### src/rtl/cv32e40p_pkg.sv
// Shared core definitions: RISC-V opcodes, security-marker encoding and
// the marker-inserter state type.
package cv32e40p_pkg;

  localparam logic [6:0] OPCODE_BRANCH = 7'h63;
  localparam logic [6:0] OPCODE_JAL    = 7'h6f;
  localparam logic [6:0] OPCODE_JALR   = 7'h67;

  // JAL x0, 0: architecturally a self-jump, recognised downstream as a marker
  localparam logic [31:0] SEC_MARKER_DEFAULT = 32'h0000_006F;

  typedef enum logic [0:0] {
    SM_PASS = 1'b0,
    SM_HOLD = 1'b1
  } sm_state_e;

  function automatic logic is_disc_instr(input logic [31:0] instr);
    logic w_branch;
    logic w_jal;
    logic w_jalr;
    w_branch = (instr[6:0] == OPCODE_BRANCH);
    w_jal    = (instr[6:0] == OPCODE_JAL);
    w_jalr   = (instr[6:0] == OPCODE_JALR) && (instr[14:12] == 3'b000);
    return w_branch || w_jal || w_jalr;
  endfunction

endpackage

### src/rtl/cv32e40p_disc_instr_decoder.sv
// Flags control-flow discontinuities (branch, JAL, JALR); shared between the
// marker inserter and the marker detector.
module cv32e40p_disc_instr_decoder
  import cv32e40p_pkg::*;
(
  input  logic [31:0] instr_i,
  output logic        is_disc_o
);

  assign is_disc_o = is_disc_instr(instr_i);

endmodule

### src/rtl/cv32e40p_security_marker_inserter.sv
// Inserts a security marker into the prefetch->decode stream so that basic
// blocks never exceed MAX_BB_LEN counted instructions; upstream stalls one beat.
module cv32e40p_security_marker_inserter
  import cv32e40p_pkg::*;
#(
  parameter int unsigned MAX_BB_LEN = 8,
  parameter int unsigned GUARD      = 2,
  parameter logic [31:0] MARKER     = SEC_MARKER_DEFAULT
) (
  input  logic        clk,
  input  logic        rst_n,
  input  logic        enable_i,
  input  logic        flush_i,
  input  logic        in_valid_i,
  output logic        in_ready_o,
  input  logic [31:0] in_instr_i,
  output logic        out_valid_o,
  input  logic        out_ready_i,
  output logic [31:0] out_instr_o,
  output logic        marker_o
);

  localparam int unsigned CNT_W = $clog2(MAX_BB_LEN + 1);
  localparam logic [CNT_W-1:0] CNT_LIMIT = CNT_W'(MAX_BB_LEN);
  localparam logic [CNT_W-1:0] CNT_GUARD = CNT_W'(MAX_BB_LEN - GUARD);
  localparam logic [CNT_W-1:0] CNT_ONE   = CNT_W'(1);

  if (MAX_BB_LEN < 2) begin : g_bad_max_bb_len
    $fatal(1, "MAX_BB_LEN must be at least 2");
  end
  if (GUARD >= MAX_BB_LEN) begin : g_bad_guard
    $fatal(1, "GUARD must be smaller than MAX_BB_LEN");
  end

  sm_state_e        r_state;
  logic             r_out_valid;
  logic             r_out_is_marker;
  logic [31:0]      r_out_instr;
  logic [31:0]      r_hold;
  logic [CNT_W-1:0] r_count;

  logic             w_is_disc;
  logic             w_accept;
  logic             w_fire;
  logic             w_is_zero;
  logic             w_is_mark_word;
  logic             w_counted;
  logic             w_insert;
  logic [CNT_W-1:0] w_count_nxt;

  cv32e40p_disc_instr_decoder u_disc_dec (
    .instr_i   (in_instr_i),
    .is_disc_o (w_is_disc)
  );

  assign in_ready_o     = rst_n && (r_state == SM_PASS) && (!r_out_valid || out_ready_i) && !flush_i;
  assign w_accept       = in_valid_i && in_ready_o;
  assign w_fire         = r_out_valid && out_ready_i;
  assign w_is_zero      = (in_instr_i == 32'h0000_0000);
  assign w_is_mark_word = (in_instr_i == MARKER);
  assign w_counted      = !w_is_zero && !w_is_mark_word;
  assign w_insert       = enable_i && w_counted &&
                          ((r_count == CNT_LIMIT) || (w_is_disc && (r_count >= CNT_GUARD)));

  assign out_valid_o = r_out_valid;
  assign out_instr_o = r_out_instr;
  assign marker_o    = rst_n && r_out_valid && out_ready_i && r_out_is_marker;

  // Next basic-block count; an upstream marker restarts the block, disable parks it at 0
  always_comb begin
    w_count_nxt = r_count;
    if (!enable_i) begin
      w_count_nxt = '0;
    end else if (w_accept && w_is_mark_word) begin
      w_count_nxt = '0;
    end else if (w_accept && w_counted) begin
      w_count_nxt = w_insert ? CNT_ONE : (r_count + CNT_ONE);
    end else begin
      w_count_nxt = r_count;
    end
  end

  // Stream state machine with registered output stage and one-word hold buffer
  always_ff @(posedge clk) begin
    if (!rst_n) begin
      r_state         <= SM_PASS;
      r_out_valid     <= 1'b0;
      r_out_is_marker <= 1'b0;
      r_out_instr     <= 32'h0000_0000;
      r_hold          <= 32'h0000_0000;
      r_count         <= '0;
    end else if (flush_i) begin
      r_state         <= SM_PASS;
      r_out_valid     <= 1'b0;
      r_out_is_marker <= 1'b0;
      r_hold          <= 32'h0000_0000;
      r_count         <= '0;
    end else begin
      r_count <= w_count_nxt;
      case (r_state)
        SM_PASS: begin
          if (w_accept) begin
            r_out_valid <= 1'b1;
            if (w_insert) begin
              r_out_instr     <= MARKER;
              r_out_is_marker <= 1'b1;
              r_hold          <= in_instr_i;
              r_state         <= SM_HOLD;
            end else begin
              r_out_instr     <= in_instr_i;
              r_out_is_marker <= 1'b0;
            end
          end else if (w_fire) begin
            r_out_valid     <= 1'b0;
            r_out_is_marker <= 1'b0;
          end else begin
            r_out_valid <= r_out_valid;
          end
        end
        SM_HOLD: begin
          // The held word follows the marker back-to-back once it is taken
          if (w_fire) begin
            r_out_valid     <= 1'b1;
            r_out_instr     <= r_hold;
            r_out_is_marker <= 1'b0;
            r_hold          <= 32'h0000_0000;
            r_state         <= SM_PASS;
          end else begin
            r_state <= SM_HOLD;
          end
        end
        default: begin
          r_state     <= SM_PASS;
          r_out_valid <= 1'b0;
        end
      endcase
    end
  end

endmodule

### config.mk
export PLATFORM = sky130hd
export DESIGN_NAME = cv32e40p_security_marker_inserter
export DESIGN_NICKNAME = d
export VERILOG_FILES = /design/src/rtl/cv32e40p_pkg.sv /design/src/rtl/cv32e40p_disc_instr_decoder.sv /design/src/rtl/cv32e40p_security_marker_inserter.sv
export SDC_FILE = /design/constraint.sdc
export NUM_CORES = 1
export LEC_CHECK = 0
export ABC_CLOCK_PERIOD_IN_PS = 5400
export BUFFER_PORTS_ARGS = -buffer_cell sky130_fd_sc_hd__buf_2
export CELL_PAD_IN_SITES_DETAIL_PLACEMENT = 1
export CELL_PAD_IN_SITES_GLOBAL_PLACEMENT = 1
export CORE_UTILIZATION = 30
export DETAILED_ROUTE_END_ITERATION = 8
export GPL_ROUTABILITY_DRIVEN = 1
export HOLD_SLACK_MARGIN = 0.05
export PLACE_DENSITY = 0.64
export RECOVER_POWER = 25
export SYNTH_ARGS = -nofsm -noshare
export SYNTH_HDL_FRONTEND = slang
export SYNTH_SLANG_ARGS = --single-unit
export TNS_END_PERCENT = 10
### constraint.sdc
create_clock -name clk -period 5.4 [get_ports clk]
set_clock_uncertainty 0.2 [all_clocks]
set_input_delay 0.54 -clock clk [delete_from_list [all_inputs] [get_ports clk]]
set_output_delay 0.54 -clock clk [all_outputs]
set_load 0.01 [all_outputs]
# ---- After elaboration in Yosys (flattened, before gate mapping)
# Index checks and enable logic that the tools add are counted.
# Widths: inputs -> output; s select.
dict set report totals {
  wordCells 71
  out_inout_bits 35
  input_bits 38
  ff_bits 71
}
dict set report op_classes {
  n_lt_le_gt_ge 1
  bitwise 4
  reduce_logical 30
  addsub 1
  mux 20
  n_eq_ne 9
}
# operator count
set ops {}
lappend ops {{$mux 32} 6}
lappend ops {{$pmux 32 s2} 2}
lappend ops {{$eq 32x7->1 const B} 1}
lappend ops {{$logic_not 32->1} 1}
lappend ops {{$eq 7x7->1 const B} 3}
lappend ops {{$logic_and 1x1->1} 15}
lappend ops {{$mux 1} 8}
lappend ops {{$pmux 1 s2} 3}
lappend ops {{$reduce_and 3->1} 2}
lappend ops {{$add 4x1->4 const B} 1}
lappend ops {{$eq 4x4->1 const B} 1}
lappend ops {{$ge 4x3->1 const B} 1}
lappend ops {{$logic_not 1->1} 4}
lappend ops {{$logic_or 1x1->1} 4}
lappend ops {{$mux 4} 1}
lappend ops {{$ne 2x2->1 const B} 2}
lappend ops {{$not 1->1} 4}
lappend ops {{$reduce_or 4->1} 1}
lappend ops {{$logic_not 3->1} 1}
lappend ops {{$ne 3x3->1 const B} 1}
lappend ops {{$ne 2x1->1 const B} 1}
lappend ops {{$reduce_and 2->1} 1}
lappend ops {{$reduce_or 2->1} 1}

# ---- Depth between registers and ports, before layout
dict set report depth {
  ltp_word 9
  depth_mapped 9
  ltp_nobuf 7
}

# ---- Modules after synthesis
# A second synthesis with hierarchy kept.
dict set report unflattened {
  cells_unflattened 375
  hier_area_um2 3429.5
}
# module area_per_inst_um2 n_inst cells_each seq_area_each_um2
set modules_own_cells {}
lappend modules_own_cells {cv32e40p_security_marker_inserter 3390.8 1 370 1421.4}
lappend modules_own_cells {cv32e40p_disc_instr_decoder 38.8 1 5 0.0}

# ---- Worst setup path after synthesis
# Ideal clock, no wire load.
dict set report synth_path {
  path_kind {input-to-reg}
  start {input port in_instr_i[14]}
  end {register r_hold[23]}
  setup_ns 0.072
  path_slack_ns 3.047
  arrival_ns 2.081
  required_time_ns 5.128
  stages 7
  path_buffers 2
  path_cell_list {or3_4 -> a2111oi_4 -> o211a_4 -> and3_4 -> buf_6 -> buf_12 -> mux2i_1}
}
dict set report synth_via {
  elab_chain_len 8
}
# item line_no
set synth_lines {}
lappend synth_lines {{start, declared} cv32e40p_security_marker_inserter.sv:16} ;# input logic [31:0] in_instr_i,
lappend synth_lines {{branches (longest 5 deep; another with $eq 32x7->1)} -}
lappend synth_lines {{$logic_and 1x1->1 *} cv32e40p_security_marker_inserter.sv:62} ;# assign w_insert = enable_i && w_counted &&
lappend synth_lines {{$ne 2x2->1 (no source line) *} -}
lappend synth_lines {{$reduce_and 3->1 (no source line) *} -}
lappend synth_lines {{end signal, assigned} cv32e40p_security_marker_inserter.sv:107} ;# r_hold <= in_instr_i;
lappend synth_lines {{end, declared} cv32e40p_security_marker_inserter.sv:39} ;# logic [31:0] r_hold;
# Mark *: on every way between the ends.
# A chain may end at the register's enable or synchronous reset.

# ---- Worst setup path in the final report
dict set report layout_path {
  start {register r_state}
  end {register r_hold[29]}
}
dict set report layout_via {
  elab_chain_len 7
}
# item line_no
set layout_lines {}
lappend layout_lines {{start, declared} cv32e40p_security_marker_inserter.sv:35} ;# sm_state_e r_state;
lappend layout_lines {{start signal, assigned} cv32e40p_security_marker_inserter.sv:86} ;# r_state <= SM_PASS;
lappend layout_lines {{start signal, assigned} cv32e40p_security_marker_inserter.sv:93} ;# r_state <= SM_PASS;
lappend layout_lines {{start signal, assigned} cv32e40p_security_marker_inserter.sv:108} ;# r_state <= SM_HOLD;
lappend layout_lines {{$not 1->1} -}
lappend layout_lines {{$logic_and 1x1->1 (3 in series)} cv32e40p_security_marker_inserter.sv:56} ;# assign in_ready_o = rst_n && (r_state == SM_PASS) && (!r_out_valid || out_ready_i) && !flush_i;
lappend layout_lines {{$logic_and 1x1->1} cv32e40p_security_marker_inserter.sv:57} ;# assign w_accept = in_valid_i && in_ready_o;
lappend layout_lines {{$ne 2x2->1 (no source line)} -}
lappend layout_lines {{$reduce_and 3->1 (no source line)} -}
# Several ways; a longest one is shown, not always the timed one.

==> reports/metrics.cfg <==
[synthesis]
synthFlopType = dfxtp_1
synth_area_um2 = 3390
synth-edff-count = 0
ys_seq_area_frac = 0.419
synth-seq-cells = 71
synth_cell_types = 46
yosysWarningCount = 0
async_flop_share = 0
syn_inst = 395
synth_nets = 436
synth_area_per_cell_um2 = 8.58

[cts]
cts_inserted_buffers = 9
path_clk_slew_ps = 60
cts-root-buf = clkbuf_16
hold_buffers = 0
cts_setup_buffers = 0
clk_path_buf_depth = 2
clk_latency_ps = 340
cts_sinks = 71
cts_max_level = 3
cts_tree = yes
cts_resized = 0

[sta]
max_clock_freq_ghz = 0.347
hold_viol = 0
slew_viol_final = 0
setup_tns_ps = 0
tightest_slew_ps = 942
worst_slack_ps = 2520
setup_viol = 0
maxSlewHeadroom = 0.372
min_period_ps = 2880
rsz0062_at_grt = no
period_share = 0.534

[global_routing]
grt_antenna_before_repair = 0
grt_pass1_wl_um = 15600
grt_pass1_vias = 3117
grt_usage = 0.176
grt_use_met2 = 0.323
grt_start_max_net_pins = 39
gr-usage-met1 = 0.203
grt.busiest_layer = met2
grtUsageMet3 = 0.0416
grt_overflow = 0

[layout]
area_growth_pct = 20.4
mostFrequentLayoutCells = 134 x nand2_1, 71 x dfxtp_1, 46 x buf_2, 38 x mux2i_1, 30 x nand3_1
final_net_count = 496
drive_gt1_frac = 0.172
layout.cells.non_filler = 600
seqCellArea_um2 = 1420
layout_commonest_cell = nand2_1
antenna_cells = 0
multiInputGateArea_um2 = 1800
fillCellCount = 1323

[place]
gp_congestion = 0.738
post-place-cells = 584
dp_hpwl_um = 6700
dp_slack_ps = 2240
port_buffers = 72

[routing]
wl_um = 9760
ant_nets = 0
drc = 0
dr.first_iter.drc_count = 77
vias_per_cell = 5.07
vias = 3044
wl_per_cell_um = 16.3
dr.pass1.iters = 4

[outcome]
outcome = finished clean

[die]
num_io_pins = 73
die_area_um2 = 11700
core_um2 = 10900
num_rows = 38
initial_core_util = 0.310
fp.dieH_um = 108
die_w_um = 108

[job]
maxCapViolCount = 0

[power_and_ir_drop]
vdd_drop_max_v = 0.000167
leakagePower_nw = 1.59
p_per_area_nw_per_um2 = 306
power_w = 0.00125

[hold_path]
hp-class = primary input to register

[worst_setup_path]
worstPathMaxFanout = 34
crit_type = register to register
cp.required_ps = 5460
cpMaxStageDelayCell = and3_4
cp-start-kind = register
endpoint_kind = register
crit_chain = buf_4 -> nor3b_1 -> and3_1 -> and3_4 -> mux2i_1
crit_path_max_incr_delay_ps = 660
critPathArrivalTime_ps = 2940

[registers in the layout, indices dropped and copies added, names as in the netlist]
| name | count |
|---|---|
| r_hold | 32 |
| out_valid_o | 1 |
| r_count | 4 |
| r_out_is_marker | 1 |
| r_state | 1 |
| out_instr_o | 32 |
[cell type report]
class / instances / share of cell area
Clock buffer: 10 / 0.0561
Clock inverter: 6 / 0.0166
Inverter: 5 / 0.00460
Multi-Input combinational cell: 291 / 0.442
Sequential cell: 71 / 0.348
Tap cell: 140 / 0.0429
Timing Repair Buffer: 77 / 0.0895
[critical path, delay by kind of cell, from the launching register on]
kind / cells / cell delay [ps]
simple gates: 3 / 1370
flops: 1 / 590
buf+inv: 1 / 370
mux: 1 / 260
[where the power goes]
part	switching, W	internal, W
Combinational	0.0000686	0.0000382
Sequential	0.00000767	0.000537
Clock	0.000238	0.000360
Total	0.000315	0.000936
[path summary, 6_finish.rpt]
check                               from                            to  cells after the start  slack, ps
setup / recovery      r_state$_SDFF_PP0_       r_hold[29]$_SDFFE_PP0P_                      5       2520
hold / removal            in_instr_i[12]  out_instr_o[12]$_SDFFE_PN0P_                      2        260
setup reg to reg      r_state$_SDFF_PP0_       r_hold[29]$_SDFFE_PP0P_                      5       2520
hold reg to reg   r_hold[9]$_SDFFE_PP0P_        r_hold[9]$_SDFFE_PP0P_                      2        260
[cells in the mapped netlist, types with 5 or more instances]
master | n | area, µm²
a21oi_1 | 5 | 25.0
inv_1 | 5 | 18.8
nor4_1 | 5 | 31.3
dfxtp_1 | 71 | 1420
nand3_1 | 30 | 150
a22o_1 | 26 | 228
nand2_1 | 134 | 503
clkbuf_1 | 18 | 67.6
nor2b_1 | 5 | 31.3
o211ai_1 | 6 | 45.0
mux2i_1 | 38 | 380
[logic make-up after synthesis]
family | Yosys count | synth area share
xor+xnor | 1 | 0.00258
buf+inv | 33 | 0.0543
flops | 71 | 0.419
compound gates | 50 | 0.131
simple gates | 199 | 0.269
fa+ha+maj | 3 | 0.0111
mux | 38 | 0.112
[metrics by stage]
step	util	hold slack (ps)	cell area, µm²
final	0.373	259	4080
after global routing	0.373	266	4080
after CTS	0.376	248	4110
after detailed placement	0.349	255	3820
after global placement	0.349	242	3820
after floorplan	-	234	3390
[layer usage]
metal	share of wire	vias up
met4	0.0099	0
li1	-	1482
met5	0	-
met1	0.45	1490
met2	0.49	60
met3	0.041	12
(Power assumes the default switching activity.)
